### src/rtl/arm_fetch_pkg.sv
// rtl/arm_fetch_pkg.sv - shared widths, defaults and fetch-entry type for the fetch unit
package arm_fetch_pkg;

    localparam int              FETCH_ADDR_W   = 64;
    localparam int              FETCH_INSTR_W  = 32;
    localparam int              INSTR_BYTES    = 4;
    localparam logic [63:0]     FETCH_RESET_PC = 64'h0;

    typedef struct packed {
        logic [FETCH_ADDR_W-1:0]  pc;
        logic [FETCH_INSTR_W-1:0] instr;
    } fetch_entry_t;

    function automatic logic branch_taken(input logic branch, input logic uncond_branch,
                                          input logic z_flag);
        return uncond_branch | (branch & z_flag);
    endfunction

endpackage

### src/rtl/instruction_fetch_unit_if.sv
// rtl/instruction_fetch_unit_if.sv - branch, instruction-memory and decode signals of the fetch unit
interface instruction_fetch_unit_if #(
    parameter int ADDR_W  = 64,
    parameter int INSTR_W = 32
);
    logic               branch;
    logic               uncond_branch;
    logic               z_flag;
    logic [ADDR_W-1:0]  br_address;
    logic               imem_req_valid;
    logic               imem_req_ready;
    logic [ADDR_W-1:0]  imem_req_addr;
    logic               imem_rsp_valid;
    logic [INSTR_W-1:0] imem_rsp_data;
    logic               if_valid;
    logic               if_ready;
    logic [INSTR_W-1:0] if_instr;
    logic [ADDR_W-1:0]  if_pc;
    logic               misalign;

    modport master (
        input  branch, uncond_branch, z_flag, br_address,
        input  imem_req_ready, imem_rsp_valid, imem_rsp_data, if_ready,
        output imem_req_valid, imem_req_addr, if_valid, if_instr, if_pc, misalign
    );

    modport slave (
        output branch, uncond_branch, z_flag, br_address,
        output imem_req_ready, imem_rsp_valid, imem_rsp_data, if_ready,
        input  imem_req_valid, imem_req_addr, if_valid, if_instr, if_pc, misalign
    );
endinterface

### src/rtl/fetch_fifo.sv
// rtl/fetch_fifo.sv - small sync FIFO of fetched {pc,instr} entries with flush and registered head
module fetch_fifo
    import arm_fetch_pkg::*;
#(
    parameter int  DEPTH   = 2,
    parameter type entry_t = fetch_entry_t
) (
    input  logic                       clk,
    input  logic                       reset,
    input  logic                       i_push,
    input  entry_t                     i_entry,
    input  logic                       i_pop,
    input  logic                       i_flush,
    output logic                       o_valid,
    output entry_t                     o_head,
    output logic [$clog2(DEPTH+1)-1:0] o_count
);
    localparam int AW = $clog2(DEPTH);
    localparam int CW = $clog2(DEPTH + 1);

    entry_t          r_mem [DEPTH];
    logic [AW-1:0]   r_rd;
    logic [AW-1:0]   r_wr;
    logic [CW-1:0]   r_count;
    logic            w_pop;

    assign w_pop = i_pop & (r_count != '0);

    always_ff @(posedge clk) begin
        if (reset || i_flush) begin
            r_rd    <= '0;
            r_wr    <= '0;
            r_count <= '0;
        end else begin
            if (i_push) r_wr <= r_wr + 1'b1;
            if (w_pop)  r_rd <= r_rd + 1'b1;
            r_count <= r_count + CW'(i_push) - CW'(w_pop);
        end
    end

    always_ff @(posedge clk) begin
        if (i_push && !i_flush && !reset) r_mem[r_wr] <= i_entry;
    end

    // Head reads as zero when empty so no stale pc leaks out after a flush.
    assign o_valid = (r_count != '0);
    assign o_head  = o_valid ? r_mem[r_rd] : '0;
    assign o_count = r_count;
endmodule

### src/rtl/instruction_fetch_unit.sv
// rtl/instruction_fetch_unit.sv - owns the fetch PC, issues ordered imem reads, buffers words for decode
module instruction_fetch_unit
    import arm_fetch_pkg::*;
#(
    parameter int                ADDR_W   = FETCH_ADDR_W,
    parameter int                INSTR_W  = FETCH_INSTR_W,
    parameter int                DEPTH    = 2,
    parameter logic [ADDR_W-1:0] RESET_PC = FETCH_RESET_PC[ADDR_W-1:0]
) (
    input  logic                     clk,
    input  logic                     reset,
    instruction_fetch_unit_if.master bus
);
    localparam int CW = $clog2(DEPTH + 1);
    localparam int SW = CW + 1;

    typedef struct packed {
        logic [ADDR_W-1:0]  pc;
        logic [INSTR_W-1:0] instr;
    } entry_t;

    logic [ADDR_W-1:0] r_fetch_pc;
    logic [CW-1:0]     r_live;
    logic [CW-1:0]     r_drop;
    logic              r_misalign;

    logic              w_taken;
    logic [ADDR_W-1:0] w_target;
    logic              w_issue;
    logic              w_accept;
    logic              w_rsp_drop;
    logic              w_rsp_live;
    logic              w_push;
    logic              w_valid;
    logic [CW-1:0]     w_count;
    logic [ADDR_W-1:0] w_rsp_pc;
    entry_t            w_push_entry;
    entry_t            w_head;

    assign w_taken  = branch_taken(bus.branch, bus.uncond_branch, bus.z_flag);
    assign w_target = {bus.br_address[ADDR_W-1:2], 2'b00};

    // Credit rule: in-flight live reads plus buffered words never exceed DEPTH.
    assign w_issue  = !reset && !w_taken
                   && (SW'(r_live) + SW'(w_count) < SW'(DEPTH))
                   && (SW'(r_live) + SW'(r_drop)  < SW'(DEPTH));
    assign w_accept = w_issue & bus.imem_req_ready;

    assign w_rsp_drop = bus.imem_rsp_valid && (r_drop != '0);
    assign w_rsp_live = bus.imem_rsp_valid && (r_drop == '0) && (r_live != '0);
    assign w_push     = w_rsp_live & !w_taken;

    // Live reads are consecutive words ending just below fetch_pc, so the oldest one is recoverable.
    assign w_rsp_pc     = r_fetch_pc - (ADDR_W'(r_live) << 2);
    assign w_push_entry = '{pc: w_rsp_pc, instr: bus.imem_rsp_data};

    always_ff @(posedge clk) begin
        if (reset) begin
            r_fetch_pc <= RESET_PC;
            r_live     <= '0;
            r_drop     <= '0;
            r_misalign <= 1'b0;
        end else begin
            r_misalign <= w_taken & (bus.br_address[1:0] != 2'b00);
            if (w_taken) begin
                r_fetch_pc <= w_target;
                r_live     <= '0;
                r_drop     <= r_drop - CW'(w_rsp_drop) + r_live - CW'(w_rsp_live);
            end else begin
                if (w_accept) r_fetch_pc <= r_fetch_pc + ADDR_W'(INSTR_BYTES);
                r_live <= r_live + CW'(w_accept) - CW'(w_rsp_live);
                r_drop <= r_drop - CW'(w_rsp_drop);
            end
        end
    end

    fetch_fifo #(
        .DEPTH   (DEPTH),
        .entry_t (entry_t)
    ) u_fifo (
        .clk     (clk),
        .reset   (reset),
        .i_push  (w_push),
        .i_entry (w_push_entry),
        .i_pop   (bus.if_ready),
        .i_flush (w_taken),
        .o_valid (w_valid),
        .o_head  (w_head),
        .o_count (w_count)
    );

    assign bus.imem_req_valid = w_issue;
    assign bus.imem_req_addr  = r_fetch_pc;
    assign bus.if_valid       = w_valid;
    assign bus.if_instr       = w_head.instr;
    assign bus.if_pc          = w_head.pc;
    assign bus.misalign       = r_misalign;
endmodule

### src/flat_wrapper.sv
// flat-port wrapper written by rule: the top's interface ports become plain ports
module instruction_fetch_unit_flat import arm_fetch_pkg::*;
#(
    parameter int                ADDR_W   = FETCH_ADDR_W,
    parameter int                INSTR_W  = FETCH_INSTR_W,
    parameter int                DEPTH    = 2,
    parameter logic [ADDR_W-1:0] RESET_PC = FETCH_RESET_PC[ADDR_W-1:0]
)
  (clk, reset, bus_branch, bus_uncond_branch, bus_z_flag, bus_br_address, bus_imem_req_ready, bus_imem_rsp_valid, bus_imem_rsp_data, bus_if_ready, bus_imem_req_valid, bus_imem_req_addr, bus_if_valid, bus_if_instr, bus_if_pc, bus_misalign);
  instruction_fetch_unit_if #(.ADDR_W(ADDR_W), .INSTR_W(INSTR_W)) bus_i ();
  input  logic clk;
  input  logic reset;
  input wire logic [$bits(bus_i.branch)-1:0] bus_branch;
  input wire logic [$bits(bus_i.uncond_branch)-1:0] bus_uncond_branch;
  input wire logic [$bits(bus_i.z_flag)-1:0] bus_z_flag;
  input wire logic [$bits(bus_i.br_address)-1:0] bus_br_address;
  input wire logic [$bits(bus_i.imem_req_ready)-1:0] bus_imem_req_ready;
  input wire logic [$bits(bus_i.imem_rsp_valid)-1:0] bus_imem_rsp_valid;
  input wire logic [$bits(bus_i.imem_rsp_data)-1:0] bus_imem_rsp_data;
  input wire logic [$bits(bus_i.if_ready)-1:0] bus_if_ready;
  output wire logic [$bits(bus_i.imem_req_valid)-1:0] bus_imem_req_valid;
  output wire logic [$bits(bus_i.imem_req_addr)-1:0] bus_imem_req_addr;
  output wire logic [$bits(bus_i.if_valid)-1:0] bus_if_valid;
  output wire logic [$bits(bus_i.if_instr)-1:0] bus_if_instr;
  output wire logic [$bits(bus_i.if_pc)-1:0] bus_if_pc;
  output wire logic [$bits(bus_i.misalign)-1:0] bus_misalign;
  assign bus_i.branch = bus_branch;
  assign bus_i.uncond_branch = bus_uncond_branch;
  assign bus_i.z_flag = bus_z_flag;
  assign bus_i.br_address = bus_br_address;
  assign bus_i.imem_req_ready = bus_imem_req_ready;
  assign bus_i.imem_rsp_valid = bus_imem_rsp_valid;
  assign bus_i.imem_rsp_data = bus_imem_rsp_data;
  assign bus_i.if_ready = bus_if_ready;
  assign bus_imem_req_valid = bus_i.imem_req_valid;
  assign bus_imem_req_addr = bus_i.imem_req_addr;
  assign bus_if_valid = bus_i.if_valid;
  assign bus_if_instr = bus_i.if_instr;
  assign bus_if_pc = bus_i.if_pc;
  assign bus_misalign = bus_i.misalign;
  instruction_fetch_unit #(.ADDR_W(ADDR_W), .INSTR_W(INSTR_W), .DEPTH(DEPTH), .RESET_PC(RESET_PC)) u_core (.clk(clk), .reset(reset), .bus(bus_i));
endmodule
### config.mk
export PLATFORM = sky130hd
export DESIGN_NAME = instruction_fetch_unit_flat
export DESIGN_NICKNAME = d
export VERILOG_FILES = /design/src/rtl/arm_fetch_pkg.sv /design/src/rtl/instruction_fetch_unit_if.sv /design/src/rtl/fetch_fifo.sv /design/src/rtl/instruction_fetch_unit.sv /design/src/flat_wrapper.sv
export SDC_FILE = /design/constraint.sdc
export NUM_CORES = 1
export LEC_CHECK = 0
export BUFFER_PORTS_ARGS = -buffer_cell sky130_fd_sc_hd__buf_2
export CAP_MARGIN = 20
export CORE_ASPECT_RATIO = 0.7
export CORE_MARGIN = 5
export CORE_UTILIZATION = 30
export CTS_CLUSTER_SIZE = 8
export DETAILED_ROUTE_END_ITERATION = 16
export GPL_ROUTABILITY_DRIVEN = 0
export PLACE_DENSITY = 0.58
export REMOVE_ABC_BUFFERS = 1
export SETUP_SLACK_MARGIN = 0.05
export SLEW_MARGIN = 10
export SYNTH_ARGS = -nofsm -noshare
export SYNTH_HDL_FRONTEND = slang
export SYNTH_HIERARCHICAL = 1
export SYNTH_SLANG_ARGS = --single-unit
export TNS_END_PERCENT = 30
### constraint.sdc
create_clock -name clk -period 16.71 [get_ports clk]
set_input_delay 0.8355 -clock clk [delete_from_list [all_inputs] [get_ports clk]]
set_output_delay 0.8355 -clock clk [all_outputs]
set_load 0.05 [all_outputs]
* Yosys cells after proc, flatten, opt, wreduce, memory -nomap -nowiden
Memories as Yosys holds them, arrays and structs flattened. A register that Yosys moved wholly into a read port is not among the register bits.
Cells that the tools add are included.
** Word-level totals
- Register bits :: 73
- RAM bits :: 192
- Output and inout bits :: 163
- Memories kept :: 1
** Memories
- u_core.u_fifo.r_mem :: words 2, width 96, read ports 1, clocked after Yosys merged registers in 1, write ports 1, RTL line fetch_fifo.sv:21 : entry_t r_mem [DEPTH];
** Operators by class
- Add/subtract/negate cells :: 13
- Magnitude comparators :: 2
- Multiplexer cells :: 8
- Bitwise logic cells :: 6
- Reduce and logical (&&, ||, !) cells :: 18
** Operator list (number)
- $mux W64 :: 2
- $mux W96 :: 1
- $add A64 B3 Y64 const B :: 1
- $sub A64 B4 Y64 :: 1
- $reduce_bool A2 Y1 :: 5
- $logic_and A1 B1 Y1 :: 8
- $sub A2 B1 Y2 :: 4
- $add A2 B2 Y3 :: 2
- $lt A3 B2 Y1 const B :: 2
- $and A1 B1 Y1 :: 5
- $add A2 B1 Y2 :: 2
- $mux W1 :: 4
- $add A1 B1 Y1 const B :: 2
- $add A2 B2 Y2 :: 1
- $logic_not A1 Y1 :: 2
- $logic_not A2 Y1 :: 1
- $mux W2 :: 1
- $reduce_or A2 Y1 :: 1
- $logic_or A1 B1 Y1 :: 1
- $or A1 B1 Y1 :: 1

* Logic depth before layout (Yosys ltp)
- Depth after elaboration :: 9
- Gate-level depth with buffers :: 12
- Mapped depth without buffers :: 11

* Cells and area by module
The synthesis kept the hierarchy.
** By module, submodules not included
- fetch_fifo :: instances 1, cells each 429, area an instance 7507.2 µm²
- instruction_fetch_unit :: instances 1, cells each 691, area an instance 5166.2 µm²

* Least setup slack after synthesis
No wires, ideal clock.
- Path kind :: input-to-reg
- Start :: in bus_branch
- End :: mem u_core/u_fifo/r_mem[0][0] in the netlist's numbering (enable)
- Arrival time :: 11.856 ns
- Data required time :: 15.885 ns
- Slack :: 4.029 ns
- Stages :: 5
- Buffers on the path :: 2
- Cell sequence :: a21oi_1 > clkbuf_1 > buf_1 > and2_1 > nor4b_1
** Between the ends
- Cells in the longest elaborated chain, start to end :: 8
** RTL lines
- from (decl) :: RTL line flat_wrapper.sv:13 : input wire logic [$bits(bus_i.branch)-1:0] bus_branch;
- $and A1 B1 Y1 :: RTL line arm_fetch_pkg.sv:16 : return uncond_branch | (branch & z_flag);
- $or A1 B1 Y1 :: RTL line arm_fetch_pkg.sv:16
- $logic_not A1 Y1 :: RTL line instruction_fetch_unit.sv:51 : assign w_push = w_rsp_live & !w_taken;
- $and A1 B1 Y1 :: RTL line instruction_fetch_unit.sv:51
- named net u_core.w_push :: RTL line instruction_fetch_unit.sv:33 : logic w_push;
- $logic_and A1 B1 Y1 (2 in series) :: RTL line fetch_fifo.sv:42 : if (i_push && !i_flush && !reset) r_mem[r_wr] <= i_entry;
- $mux W1 :: RTL line fetch_fifo.sv:42
- $mux W1 (not written as such) :: RTL line fetch_fifo.sv:42
- to (decl) :: RTL line fetch_fifo.sv:21
The timed path passes the listed nets, and every way through them passes these cells.

* Final worst setup path
- Start :: reg u_core.r_live[0]
- End :: reg u_core.r_fetch_pc[62], in the netlist u_core/bus.imem_req_addr[62]
** Between the ends
- Cells in the longest elaborated chain, start to end :: 6
** RTL lines
- from (decl) :: RTL line instruction_fetch_unit.sv:23 : logic [CW-1:0] r_live;
- from (signal assigned) :: RTL line instruction_fetch_unit.sv:71 : r_live <= r_live + CW'(w_accept) - CW'(w_rsp_live);
- $add A2 B2 Y3 :: RTL line instruction_fetch_unit.sv:45 : && (SW'(r_live) + SW'(w_count) < SW'(DEPTH))
- $lt A3 B2 Y1 :: RTL line instruction_fetch_unit.sv:45
- $logic_and A1 B1 Y1 :: RTL line instruction_fetch_unit.sv:45
- $logic_and A1 B1 Y1 * :: RTL line instruction_fetch_unit.sv:46 : && (SW'(r_live) + SW'(r_drop) < SW'(DEPTH));
- $and A1 B1 Y1 * :: RTL line instruction_fetch_unit.sv:47 : assign w_accept = w_issue & bus.imem_req_ready;
- $reduce_bool A2 Y1 (no source line) *
- to (signal assigned) :: RTL line instruction_fetch_unit.sv:66 : r_fetch_pc <= w_target;
- to (signal assigned) :: RTL line instruction_fetch_unit.sv:70 : if (w_accept) r_fetch_pc <= r_fetch_pc + ADDR_W'(INSTR_BYTES);
- to (decl) :: RTL line instruction_fetch_unit.sv:22 : logic [ADDR_W-1:0] r_fetch_pc;
Every way passes the cells marked *; elsewhere a longest branch is shown, timed or not.
A chain may end at the register's enable or synchronous reset.

==> impl_metrics.toml <==
[status]
status = "finished clean"

[sta]
clock-skew-final_ns = 0.0193
finalSetupViolCount = 0
rsz0062_at_grt = "false"
fmax_ghz = 0.245
tns_ns = 0
worst_pin_slew_ns = 1.12
fin_ws_ns = 12.63
min_period_ns = 4.08
hold_viol_final = 0
period_share_pct = 24.4
finalMaxSlewViolations = 0
max-slew-margin-rel_pct = 24.4

[min_path]
hold_path.class = "primary input to flip-flop"
worstHoldPathCells = 1
min_from = "bus_imem_rsp_data[30]"
hold_end = "u_core/u_fifo/r_mem[1][30]$_DFFE_PP_"

[yosys]
synthDistinctLibCells = 52
synth_ff_type = "edfxtp_1"
syn_avg_cell_area_sq_um = 11.3
synth_area_sq_mm = 0.0127
synth_top_area_share_pct = 45.5
netlist_instances = 1120
post-synth-top-area-cell = "edfxtp_1"
ys_top_cells_by_area = "edfxtp_1, dfxtp_1, mux2i_1"
synth-edff-count = 192
ys_ff_latch = 264
ys_seq_area_share_pct = 56.9
synth_common_cells = "edfxtp_1, nor2_1, mux2i_1"
yosysWarnings = 6
synthArstFlopShare_pct = 0

[drt]
drt_iter0_markers = 619
routed_wl_um = 38100
vias = 9425
ant_nets = 0
vias_per_cell = 4.86
firstDrtPassIters = 5
wl_per_cell_um = 19.6
drc = 0

[power_and_ir_drop]
combPwrFrac_pct = 10.2
power_frac_seq_pct = 45.6
p_int_w = 0.00121
p_sw_w = 0.000436
p_sw_share_pct = 26.4
power_density_mw_per_mm2 = 106
p_leak_nw = 5.74
peakVddDrop_uv = 74.2
pwr-share-clk_pct = 44.2

[finish]
finalInstanceArea_sq_mm = 0.0155
utilization_pct = 36.9
final_nets = 1469
register_area_sq_mm = 0.00721
fillers = 4213
finalNonFillerCells = 1940
multi_input_area_sq_mm = 0.00499
syn_to_final_growth_pct = 22.3
drive_gt1_share_pct = 24.3

[critical_path]
rrSetupSlack_ns = 12.63
path_max_fanout = 14
path_common_cell = "and2_1"
cp-end-kind = "flip-flop"
arrival_ns = 4.51
path_cells = "and2_1, fa_1, nor4_1, and2_1, nand4_1, or3_1, or4_1, a311oi_1"
slowest_delay_ns = 0.63
reg2reg_depth = 8
criticalPathCategory = "flip-flop to flip-flop"
crit_slowest_cell = "and2_1"
reg2reg_to = "u_core/bus.imem_req_addr[62]$_SDFFE_PP0P_"
worst-path-buf-inv = 0
crit_cells = 8
cp.required_ns = 17.14
path_delay_family = "simple AND/OR/NAND/NOR gates"
reg2reg_from = "u_core/r_live[0]$_SDFF_PP0_"
cp-start-kind = "flip-flop"

[die]
ioPinCount = 267
initial_core_util_pct = 30.2
fp.dieH_um = 182
coreArea_sq_mm = 0.0420
dieWidth_um = 256
core.rowCount = 63
die_area_sq_mm = 0.0465

[clock_tree]
clockBufferDepth = 3
clkTransAtPathRegs_ns = 0.05
postCtsSetupBuffers = 0
h-tree-depth = 2
cts_sinks = 264
cts-buffers-inserted = 39
cts_tree = "built"
clkLatencyLatePin_ns = 0.53
cts-root-buf = "clkbuf_16"
cts_resized = 0
cts_hold_buf = 0

[placement]
dpl.cell_count = 1863
dpl_worst_slack_ns = 12.47
dpl_cell_area_sq_mm = 0.0143
dp_hpwl_um = 26200
port_buffers = 264

[global_routing]
grt_usage_pct = 15.7
gr-total-overflow = 0
grt_pass1_wl_um = 57200
grt_pass1_vias = 9364
grt_max_degree = 76
antenna_found_initial = 8

[flow_run]
drv_cap = 0
## layout by cell type, fill, tap and decap left out, types with 5 or more instances in the layout
cell type / n
clkbuf_1: 29
inv_1: 20
nor2_1: 192
mux2i_1: 97
a21oi_1: 10
buf_2: 264
buf_4: 8
nor3_1: 43
clkbuf_16: 39
a311oi_1: 9
and4_1: 5
nand4_1: 22
nor4_1: 32
o21ai_0: 8
conb_1: 6
or4_1: 9
or3_1: 18
nand2_1: 46
dfxtp_1: 71
a211oi_1: 46
and2_1: 7
ha_1: 10
nand3_1: 26
and3_1: 12
xor2_1: 56
xnor2_1: 53
edfxtp_1: 192
diode_2: 5
nand2b_1: 5
## sequential cells by signal, summed over array words and instances, names as in the netlist, named ones only
name and cells:
u_core/u_fifo/r_rd 1, u_core/u_fifo/o_count 2, u_core/r_live 2, u_core/bus.misalign 1
u_core/bus.imem_req_addr 62, u_core/r_drop 2, u_core/u_fifo/r_mem 192, u_core/u_fifo/r_wr 1
## cell type report
class	count	area share [%]
clock inverter	4	0.395
tap	552	4.46
inverter	20	0.484
antenna	5	0.0807
sequential	264	46.5
multi-input combinational	755	32.2
timing repair buffer	272	8.91
clock buffer	68	7.00
## routing by layer
layer  GRT usage (%)  vias to the layer above  share of wire [%]
met5               0                        -              0.087
met4            5.93                        6                3.0
met3            4.07                       64                6.1
met2            24.7                      284                 46
met1            20.9                     4541                 45
li1                -                     4530                  -
## power groups by stage
stage	clock network, W	logic (W)	registers [W]
after floorplan	0	0.0000732	0.000797
after detailed placement	0	0.000169	0.000765
after global routing	0.000782	0.000183	0.000755
after CTS	0.000754	0.000170	0.000752
final	0.000730	0.000168	0.000752
after global placement	0	0.000166	0.000764
## worst reg2reg max path, cell delays in order (launching register included)
cell and delay, ns:
dfxtp_1 0.43, and2_1 0.18, fa_1 0.43, nor4_1 0.47, and2_1 0.63, nand4_1 0.64
or3_1 0.56, or4_1 0.40, a311oi_1 0.25
## how the worst max path moves through the flow
stage / from / end / slack [ns]
3_5_place_dp: bus_branch / u_core/u_fifo/r_mem[1][84]$_DFFE_PP_ / 12.47
5_1_grt: u_core/r_live[0]$_SDFF_PP0_ / u_core/bus.imem_req_addr[62]$_SDFFE_PP0P_ / 12.35
6_report: u_core/r_live[0]$_SDFF_PP0_ / u_core/bus.imem_req_addr[62]$_SDFFE_PP0P_ / 12.63
4_1_cts: u_core/r_live[0]$_SDFF_PP0_ / u_core/bus.imem_req_addr[62]$_SDFFE_PP0P_ / 12.62
2_1_floorplan: bus_branch / u_core/u_fifo/r_mem[0][0]$_DFFE_PP_ / -0.88
3_3_place_gp: bus_branch / u_core/u_fifo/r_mem[1][85]$_DFFE_PP_ / 12.59
## stage by stage
stage / hold slack, ns / total power [W]
after global placement: 0.555 / 0.000931
after floorplan: 0.528 / 0.000870
after CTS: 0.459 / 0.00168
after detailed placement: 0.569 / 0.000934
after global routing: 0.466 / 0.00172
final: 0.491 / 0.00165
## cells by family after synthesis
group | count (synthesis) | synth area share (%)
mux | 99 | 7.84
compound gates | 88 | 4.97
other cells | 1 | 0.0296
flops | 264 | 56.9
fa+ha+maj | 13 | 1.46
xor+xnor | 111 | 7.84
buf+inv | 106 | 4.21
simple gates | 438 | 16.8
Power figures use the tool's default switching activity.
